$ cat config.mk
export PLATFORM = sky130hd
export DESIGN_NAME = cake_rand_gen
export DESIGN_NICKNAME = d
export VERILOG_FILES = /design/src/rtl/snake_pkg.sv /design/src/rtl/cake_rand_gen_lfsr9.sv /design/src/rtl/cake_rand_gen.sv
export SDC_FILE = /design/constraint.sdc
export NUM_CORES = 1
export LEC_CHECK = 0
export BUFFER_PORTS_ARGS = -buffer_cell sky130_fd_sc_hd__buf_2
export CAP_MARGIN = 20
export CORE_MARGIN = 1.5
export CORE_UTILIZATION = 45
export DETAILED_ROUTE_END_ITERATION = 10
export GPL_ROUTABILITY_DRIVEN = 0
export HOLD_SLACK_MARGIN = 0.12
export PLACE_DENSITY = 0.59
export SLEW_MARGIN = 30
export SYNTH_ARGS = -nofsm -noshare
export SYNTH_HDL_FRONTEND = slang
export SYNTH_SLANG_ARGS = --single-unit
$ cat constraint.sdc
create_clock -name clk -period 2.75 [get_ports clk]
set_input_delay 0.55 -clock clk [delete_from_list [all_inputs] [get_ports clk]]
set_output_delay 0.55 -clock clk [all_outputs]
set_load 0.005 [all_outputs]
$ cat src/rtl/snake_pkg.sv
// Playfield geometry shared by the snake datapath, plus the cake generator state type.
package snake_pkg;

    localparam int unsigned COORD_W    = 9;
    localparam int unsigned GRID_SHIFT = 4;

    localparam logic [COORD_W-1:0] X_MIN      = 9'd16;
    localparam logic [COORD_W-1:0] X_MAX      = 9'd496;
    localparam logic [COORD_W-1:0] Y_MIN      = 9'd16;
    localparam logic [COORD_W-1:0] Y_MAX      = 9'd448;
    localparam logic [COORD_W-1:0] FALLBACK_X = 9'd256;
    localparam logic [COORD_W-1:0] FALLBACK_Y = 9'd240;

    typedef enum logic [2:0] {
        IDLE,
        SEEK_X,
        SEEK_Y,
        ISSUE_X,
        ISSUE_Y
    } cake_state_e;

endpackage

$ cat src/rtl/cake_rand_gen_lfsr9.sv
// Free-running 9-bit Fibonacci LFSR (x^9 + x^5 + 1) that reloads SEED if it ever locks at zero.
module lfsr9 #(
    parameter logic [8:0] SEED = 9'h1A5
) (
    input  logic       clk,
    input  logic       rst_n,
    output logic [8:0] state_o
);

    logic [8:0] lfsr_q;
    logic [8:0] lfsr_d;

    always_comb begin
        lfsr_d = {lfsr_q[7:0], lfsr_q[8] ^ lfsr_q[4]};
        if (lfsr_q == '0) begin
            lfsr_d = SEED;
        end
    end

    always_ff @(posedge clk or negedge rst_n) begin
        if (!rst_n) begin
            lfsr_q <= SEED;
        end else begin
            lfsr_q <= lfsr_d;
        end
    end

    assign state_o = lfsr_q;

endmodule

$ cat src/rtl/cake_rand_gen.sv
// Picks a grid-aligned, in-bounds cake position and hands it to the cake latch
// as an X beat (with rand_drive) followed by a Y beat.
module cake_rand_gen #(
    parameter logic [8:0]  SEED       = 9'h1A5,
    parameter int unsigned GRID_SHIFT = snake_pkg::GRID_SHIFT,
    parameter logic [8:0]  X_MIN      = snake_pkg::X_MIN,
    parameter logic [8:0]  X_MAX      = snake_pkg::X_MAX,
    parameter logic [8:0]  Y_MIN      = snake_pkg::Y_MIN,
    parameter logic [8:0]  Y_MAX      = snake_pkg::Y_MAX,
    parameter int unsigned MAX_TRIES  = 32,
    parameter logic [8:0]  FALLBACK_X = snake_pkg::FALLBACK_X,
    parameter logic [8:0]  FALLBACK_Y = snake_pkg::FALLBACK_Y
) (
    input  logic       clk,
    input  logic       rst_n,
    input  logic       eat_req,
    output logic [8:0] rand_num,
    output logic       rand_drive,
    output logic       busy,
    output logic       done
);

    import snake_pkg::*;

    localparam int unsigned         CNT_W     = (MAX_TRIES > 1) ? $clog2(MAX_TRIES) : 1;
    localparam logic [CNT_W-1:0]    TRY_LAST  = CNT_W'(MAX_TRIES - 1);
    localparam logic [8:0]          GRID_MASK = ~((9'd1 << GRID_SHIFT) - 9'd1);

    cake_state_e      state_q, state_d;
    logic             pending_q, pending_d;
    logic [CNT_W-1:0] try_q, try_d;
    logic [8:0]       x_hold_q, x_hold_d;
    logic [8:0]       y_hold_q, y_hold_d;
    logic [8:0]       rand_num_q, rand_num_d;
    logic             drive_q, drive_d;
    logic             busy_q, busy_d;
    logic             done_q, done_d;

    logic [8:0] lfsr;
    logic [8:0] cand;
    logic       x_ok;
    logic       y_ok;

    lfsr9 #(.SEED(SEED)) u_lfsr (
        .clk     (clk),
        .rst_n   (rst_n),
        .state_o (lfsr)
    );

    assign cand = lfsr & GRID_MASK;
    assign x_ok = (cand >= X_MIN) && (cand <= X_MAX);
    assign y_ok = (cand >= Y_MIN) && (cand <= Y_MAX);

    // Output registers are loaded on entry to each ISSUE state, so the X beat
    // coincides with ISSUE_X and the Y beat with ISSUE_Y.
    always_comb begin
        state_d    = state_q;
        pending_d  = pending_q;
        try_d      = try_q;
        x_hold_d   = x_hold_q;
        y_hold_d   = y_hold_q;
        rand_num_d = rand_num_q;
        drive_d    = 1'b0;
        done_d     = 1'b0;

        if (state_q != IDLE && eat_req) begin
            pending_d = 1'b1;
        end

        case (state_q)
            IDLE: begin
                if (eat_req || pending_q) begin
                    pending_d = 1'b0;
                    try_d     = '0;
                    state_d   = SEEK_X;
                end
            end
            SEEK_X: begin
                if (x_ok || try_q == TRY_LAST) begin
                    x_hold_d = x_ok ? cand : FALLBACK_X;
                    try_d    = '0;
                    state_d  = SEEK_Y;
                end else begin
                    try_d = try_q + 1'b1;
                end
            end
            SEEK_Y: begin
                if (y_ok || try_q == TRY_LAST) begin
                    y_hold_d   = y_ok ? cand : FALLBACK_Y;
                    try_d      = '0;
                    state_d    = ISSUE_X;
                    rand_num_d = x_hold_q;
                    drive_d    = 1'b1;
                end else begin
                    try_d = try_q + 1'b1;
                end
            end
            ISSUE_X: begin
                rand_num_d = y_hold_q;
                state_d    = ISSUE_Y;
            end
            ISSUE_Y: begin
                done_d  = 1'b1;
                state_d = IDLE;
            end
            default: begin
                state_d = IDLE;
            end
        endcase

        busy_d = (state_d != IDLE);
    end

    always_ff @(posedge clk or negedge rst_n) begin
        if (!rst_n) begin
            state_q    <= IDLE;
            pending_q  <= 1'b0;
            try_q      <= '0;
            x_hold_q   <= '0;
            y_hold_q   <= '0;
            rand_num_q <= '0;
            drive_q    <= 1'b0;
            busy_q     <= 1'b0;
            done_q     <= 1'b0;
        end else begin
            state_q    <= state_d;
            pending_q  <= pending_d;
            try_q      <= try_d;
            x_hold_q   <= x_hold_d;
            y_hold_q   <= y_hold_d;
            rand_num_q <= rand_num_d;
            drive_q    <= drive_d;
            busy_q     <= busy_d;
            done_q     <= done_d;
        end
    end

    assign rand_num   = rand_num_q;
    assign rand_drive = drive_q;
    assign busy       = busy_q;
    assign done       = done_q;

endmodule

==> results of run 1 <==
## kinds of logic after synthesis
logic type / count (synthesis)
flip-flops: 36
XOR/XNOR: 1
buffers and inverters: 17
AND/OR/NAND/NOR: 45
AO/OA/AOI/OAI: 38
adder cells (fa/ha/maj): 2
multiplexers: 5
other: 1
## metal layers
metal,routed length [um],part of all wire
met5,0,0
met4,52,0.018
met3,89,0.031
met2,1290,0.45
met1,1440,0.50
## cell type report
class / instances / area, um2
Fill cell: 327 / 1670
Sequential cell: 36 / 907
Multi-Input combinational cell: 95 / 663
Timing Repair Buffer: 11 / 57.6
Tap cell: 46 / 57.6
Clock buffer: 7 / 45.0
Inverter: 2 / 7.51
Clock inverter: 1 / 5.00
## state kept, by name, indices dropped and copies added (netlist names)
signal / flops
u_lfsr.state_o: 9
x_hold_q: 5
done: 1
rand_drive: 1
pending_q: 1
state_q: 3
y_hold_q: 5
rand_num: 5
busy: 1
try_q: 5
## worst max path at each step
stage	to	start	slack [ns]	depth (start not counted)
after floorplan	x_hold_q[4]	try_q[0]	0.85	7
after global placement	try_q[0]	try_q[0]	0.76	7
after detailed placement	try_q[0]	try_q[0]	0.70	7
after CTS	try_q[0]	try_q[0]	0.69	7
after global routing	rand_num[6]	try_q[1]	0.53	7
final	try_q[0]	try_q[0]	0.69	7
## Yosys cell counts, types with 4 or more instances
master     n
nand3_1    6
a31oi_1    5
dfrtp_1   31
dfstp_2    5
a21oi_1    6
clkbuf_1   7
buf_4      4
mux2_4     4
or2_2      6
o21ai_0    5
nor2_1    11
a22o_1     4
## worst register-to-register path: cells and delay by family (launching register included)
kind | cells | cell delay, ns
AO/OA/AOI/OAI | 2 | 0.65
adder cells (fa/ha/maj) | 2 | 0.41
flip-flops | 1 | 0.38
multiplexers | 1 | 0.26
AND/OR/NAND/NOR | 2 | 0.26
## where the power goes
part           switching, mW  internal [mW]
clock                  0.167         0.0997
sequential             0.122          0.690
combinational          0.276          0.281
total                  0.565           1.07
## metrics by stage
| stage | setup slack, ns | util | hold slack [ns] | power [mW] | cell area, um2 |
|---|---|---|---|---|---|
| final | 0.688 | 0.510 | 0.276 | 1.64 | 1740 |
| after global routing | 0.527 | 0.510 | 0.336 | 1.77 | 1740 |
| after CTS | 0.687 | 0.510 | 0.301 | 1.66 | 1740 |
| after detailed placement | 0.704 | 0.496 | 0.366 | 1.38 | 1690 |
| after global placement | 0.760 | 0.496 | 0.359 | 1.37 | 1690 |
| after floorplan | 0.851 | - | 0.254 | 1.22 | 1660 |
==> results.cfg, run 1 <==
[power]
total_leakage_power_nw = 0.783
peakVddDrop_v = 0.000290
p_per_area_nw_per_um2 = 939

[synthesis]
synth_fa_ha_area_frac = 0.0152
ys.flop_type = dfrtp_1
synth_top_area_cell = dfrtp_1
synth_xor_area_frac = 0.00531
synthTopCellsByArea = dfrtp_1, dfstp_2, mux2_4
synth-seq-cells = 36
synth_mux_area_frac = 0.0432
synth-async-reset-ratio = 1.00
seq_area_frac_synth = 0.550
yosys.area_share.simple = 0.165
synth_top_family_by_area = compound AO/OA/AOI/OAI gates
avgSynthCellArea_um2 = 11.4
synth_top_cell_area_share = 0.470
synth-compound-area-share = 0.165
ys_types = 46
syn_inst = 145
synth-edff-count = 0
synth_area_um2 = 1650
yosys_warnings = 0

[critical_path]
critPathKind = register to register
r2r_cells = 7
path_delay_family = compound AO/OA/AOI/OAI gates
worstReg2RegEnd = try_q[0]
slowest_stage = dfrtp_1
r2r_slack_ns = 0.69
crit_buf_inv = 0
critPathLaunchType = register
slowest_delay_ns = 0.38
crit_required_ns = 2.96
end_kind = register
r2r-start = try_q[0]
worstPathMaxFanout = 12
path_cells = ha_1 > and3_1 > ha_1 > nor2_1 > a22o_2 > a22o_2 > mux2_2
cp.arrival_ns = 2.28

[floorplan]
die_h_um = 63.5
initial_core_util = 0.483
core_area_um2 = 3420
die_w_um = 63.5
io_pins = 15
die_area_um2 = 4040
row_count = 21

[grt]
grt_max_degree = 37
grt_util_met2 = 0.241
antenna_found_initial = 0
grt_usage = 0.168
grt.overflow.total = 0
grtUsageMet3 = 0.0446
grt_busiest_layer = met2
grt_pass1_wl_um = 5260
grtUsageMet1 = 0.236
grt_pass1_vias = 1080

[sta]
max_slew.worst_pin.slew_ns = 0.770
max_slew_margin = 0.486
setup_viol = 0
rsz0062_at_grt = false
fmax_mhz = 485
hold_violations = 0
setup_tns_ns = 0
fin_skew_ns = 0.0175
finalCriticalPeriod_ns = 2.06
fin_crit_sh = 0.750
maxSlewViolCount = 0

[placement]
io_buffers = 10
dp_hpwl_um = 1980
dpl.cell_count = 190

[flow_run]
maxCapViolations = 0

[drt]
vias = 1104
drcViolationCount = 0
wl_per_cell_um = 14.5
viasPerCell = 5.58
ant_nets = 0
drt_iter0_markers = 101
drt-total-wl_um = 2880
dr.pass1.iters = 4

[hold_path]
min_path_type = input port to asynchronous set/reset pin

[layout]
n_antenna_cell = 0
nets = 156
syn2layout_area_growth_pct = 5.69
drive_gt1_frac = 0.270
final_common_cell = dfrtp_1
layoutNonFillerInstCount = 198
final_cell_mix = dfrtp_1, nor2_1, buf_2

[clock_tree]
cts-hold-fix-buffers = 0
post_cts_resized = 0
insertion_delay_ns = 0.34
cts_buffers = 5
clk_path_buf_depth = 2
post-cts-setup-buffers = 0
clk_pin_slew_ns = 0.11
cts_tree = yes
cts.sinks = 36
root_buffer = clkbuf_4
htree_num_levels = 2

[run_status]
outcome = complete, no violations
Power figures use the tool's default switching activity.
==> inputs of run 2 (changes only) <==
==> constraint.sdc (replaced) <==
create_clock -name clk -period 2 [get_ports clk]
set_input_delay 0.4 -clock clk [delete_from_list [all_inputs] [get_ports clk]]
set_output_delay 0.4 -clock clk [all_outputs]
set_load 0.005 [all_outputs]
==> results.cfg, run 2 (synthesized netlist as in run 1, its figures left out) <==
[drt]
drt_iter0_markers = 98
viasPerCell = 5.60
vias = 1159
ant_nets = 0
drcViolationCount = 0
wl_per_cell_um = 15.1
dr.pass1.iters = 4
drt-total-wl_um = 3120

[sta]
setup_tns_ns = 0
hold_violations = 0
fin_skew_ns = 0.0158
setup_viol = 0
fin_crit_sh = 0.985
maxSlewViolCount = 0
max_slew_margin = 0.474
fmax_mhz = 508
hold_ws_ns = 0.121
max_slew.worst_pin.slew_ns = 0.790
finalCriticalPeriod_ns = 1.97

[critical_path]
crit_start = try_q[0]
end_kind = register
r2r-start = try_q[0]
cp.arrival_ns = 2.21
critPathKind = register to register
crit_required_ns = 2.24
worstPathMaxFanout = 4
critPathLaunchType = register

[hold_path]
min_path_type = input port to asynchronous set/reset pin

[layout]
nets = 165
n_antenna_cell = 0
drive_gt1_frac = 0.342
largest_register_ffs = 9
final_common_cell = dfrtp_1
n_fill_cell = 314
final_cell_mix = dfrtp_1, nor2_1, buf_2, buf_4
syn2layout_area_growth_pct = 13.1

[grt]
grt_pass1_wl_um = 5500
grt_pass1_vias = 1141
grt_max_degree = 37
grt_usage = 0.178
antenna_found_initial = 0
grt.overflow.total = 0

[clock_tree]
cts.sinks = 36
cts_tree = yes
root_buffer = clkbuf_4
cts-hold-fix-buffers = 0
clk_pin_slew_ns = 0.12
htree_num_levels = 2
cts_buffers = 5
clk_path_buf_depth = 2
insertion_delay_ns = 0.35

[floorplan]
row_count = 21
io_pins = 15
die_area_um2 = 4040
core_area_um2 = 3420
initial_core_util = 0.483
die_h_um = 63.5
die_w_um = 63.5

[power]
total_leakage_power_nw = 0.844
p_per_area_nw_per_um2 = 1300
finalPower_mw = 2.43
peakVddDrop_v = 0.000449

[run_status]
outcome = complete, no violations

[placement]
io_buffers = 10
dp_hpwl_um = 2070

[flow_run]
maxCapViolations = 0
run 2: layer usage:
layer / GRT usage / vias up / routed length, um
met3: 0.0589 / 7 / 123
met4: 0.0652 / 0 / 55
met1: 0.236 / 578 / 1530
met5: 0 / - / 0
met2: 0.270 / 26 / 1410
li1: - / 548 / -
run 2: where the power goes:
part           leakage [nW]  internal (mW)  total [mW]  switching [mW]
clock network        0.0422          0.262       0.510           0.248
registers             0.423          0.948        1.12           0.177
logic                 0.379          0.399       0.798           0.399
total                 0.844           1.61        2.43           0.824
run 2: what timing repair did:
action / 4_1_cts / 5_1_grt
endpoints found under the setup margin: 0 / 20
gates resized for setup: 0 / 7
buffers inserted: 0 / 4
run 2: per-stage QoR:
stage / util / area, um2 / cells / setup slack (ns)
final: 0.546 / 1870 / 207 / 0.0307
after global routing: 0.546 / 1870 / 207 / -0.0141
after CTS: 0.529 / 1810 / 203 / 0.0282
after detailed placement: 0.507 / 1730 / 195 / 0.0466
after global placement: 0.507 / 1730 / 195 / 0.0727
after floorplan: - / 1660 / 148 / 0.101
run 2: layout make-up:
cell class | count | area, um2 | area share
clock buffers | 6 | 41.3 | 0.0221
flip-flops and latches | 36 | 907 | 0.486
repair buffers | 20 | 125 | 0.0671
inverters | 2 | 7.51 | 0.00402
multi-input cells | 95 | 692 | 0.371
clock inverters | 2 | 35.0 | 0.0188
well taps | 46 | 57.6 | 0.0309
run 2: critical path, cell delays in order, from the launching register on:
cell and delay (ns):
dfrtp_1 0.42, ha_1 0.21, and3_1 0.21, ha_4 0.18, or2_2 0.31, nor2_4 0.16
nor2_4 0.08, mux2_4 0.30
run 2: path summary, 6_finish.rpt:
check | slack, ns | endpoint | cells after the start
worst max-delay path | 0.03 | x_hold_q[4] | 7
worst min-delay path | 0.12 | x_hold_q[6] | 1
worst max register to register | 0.03 | x_hold_q[4] | 7
worst min register to register | 0.39 | u_lfsr.state_o[3] | 0
max in group asynchronous | 1.37 | u_lfsr.state_o[4] | 1
min in group clk | 0.31 | pending_q | 2
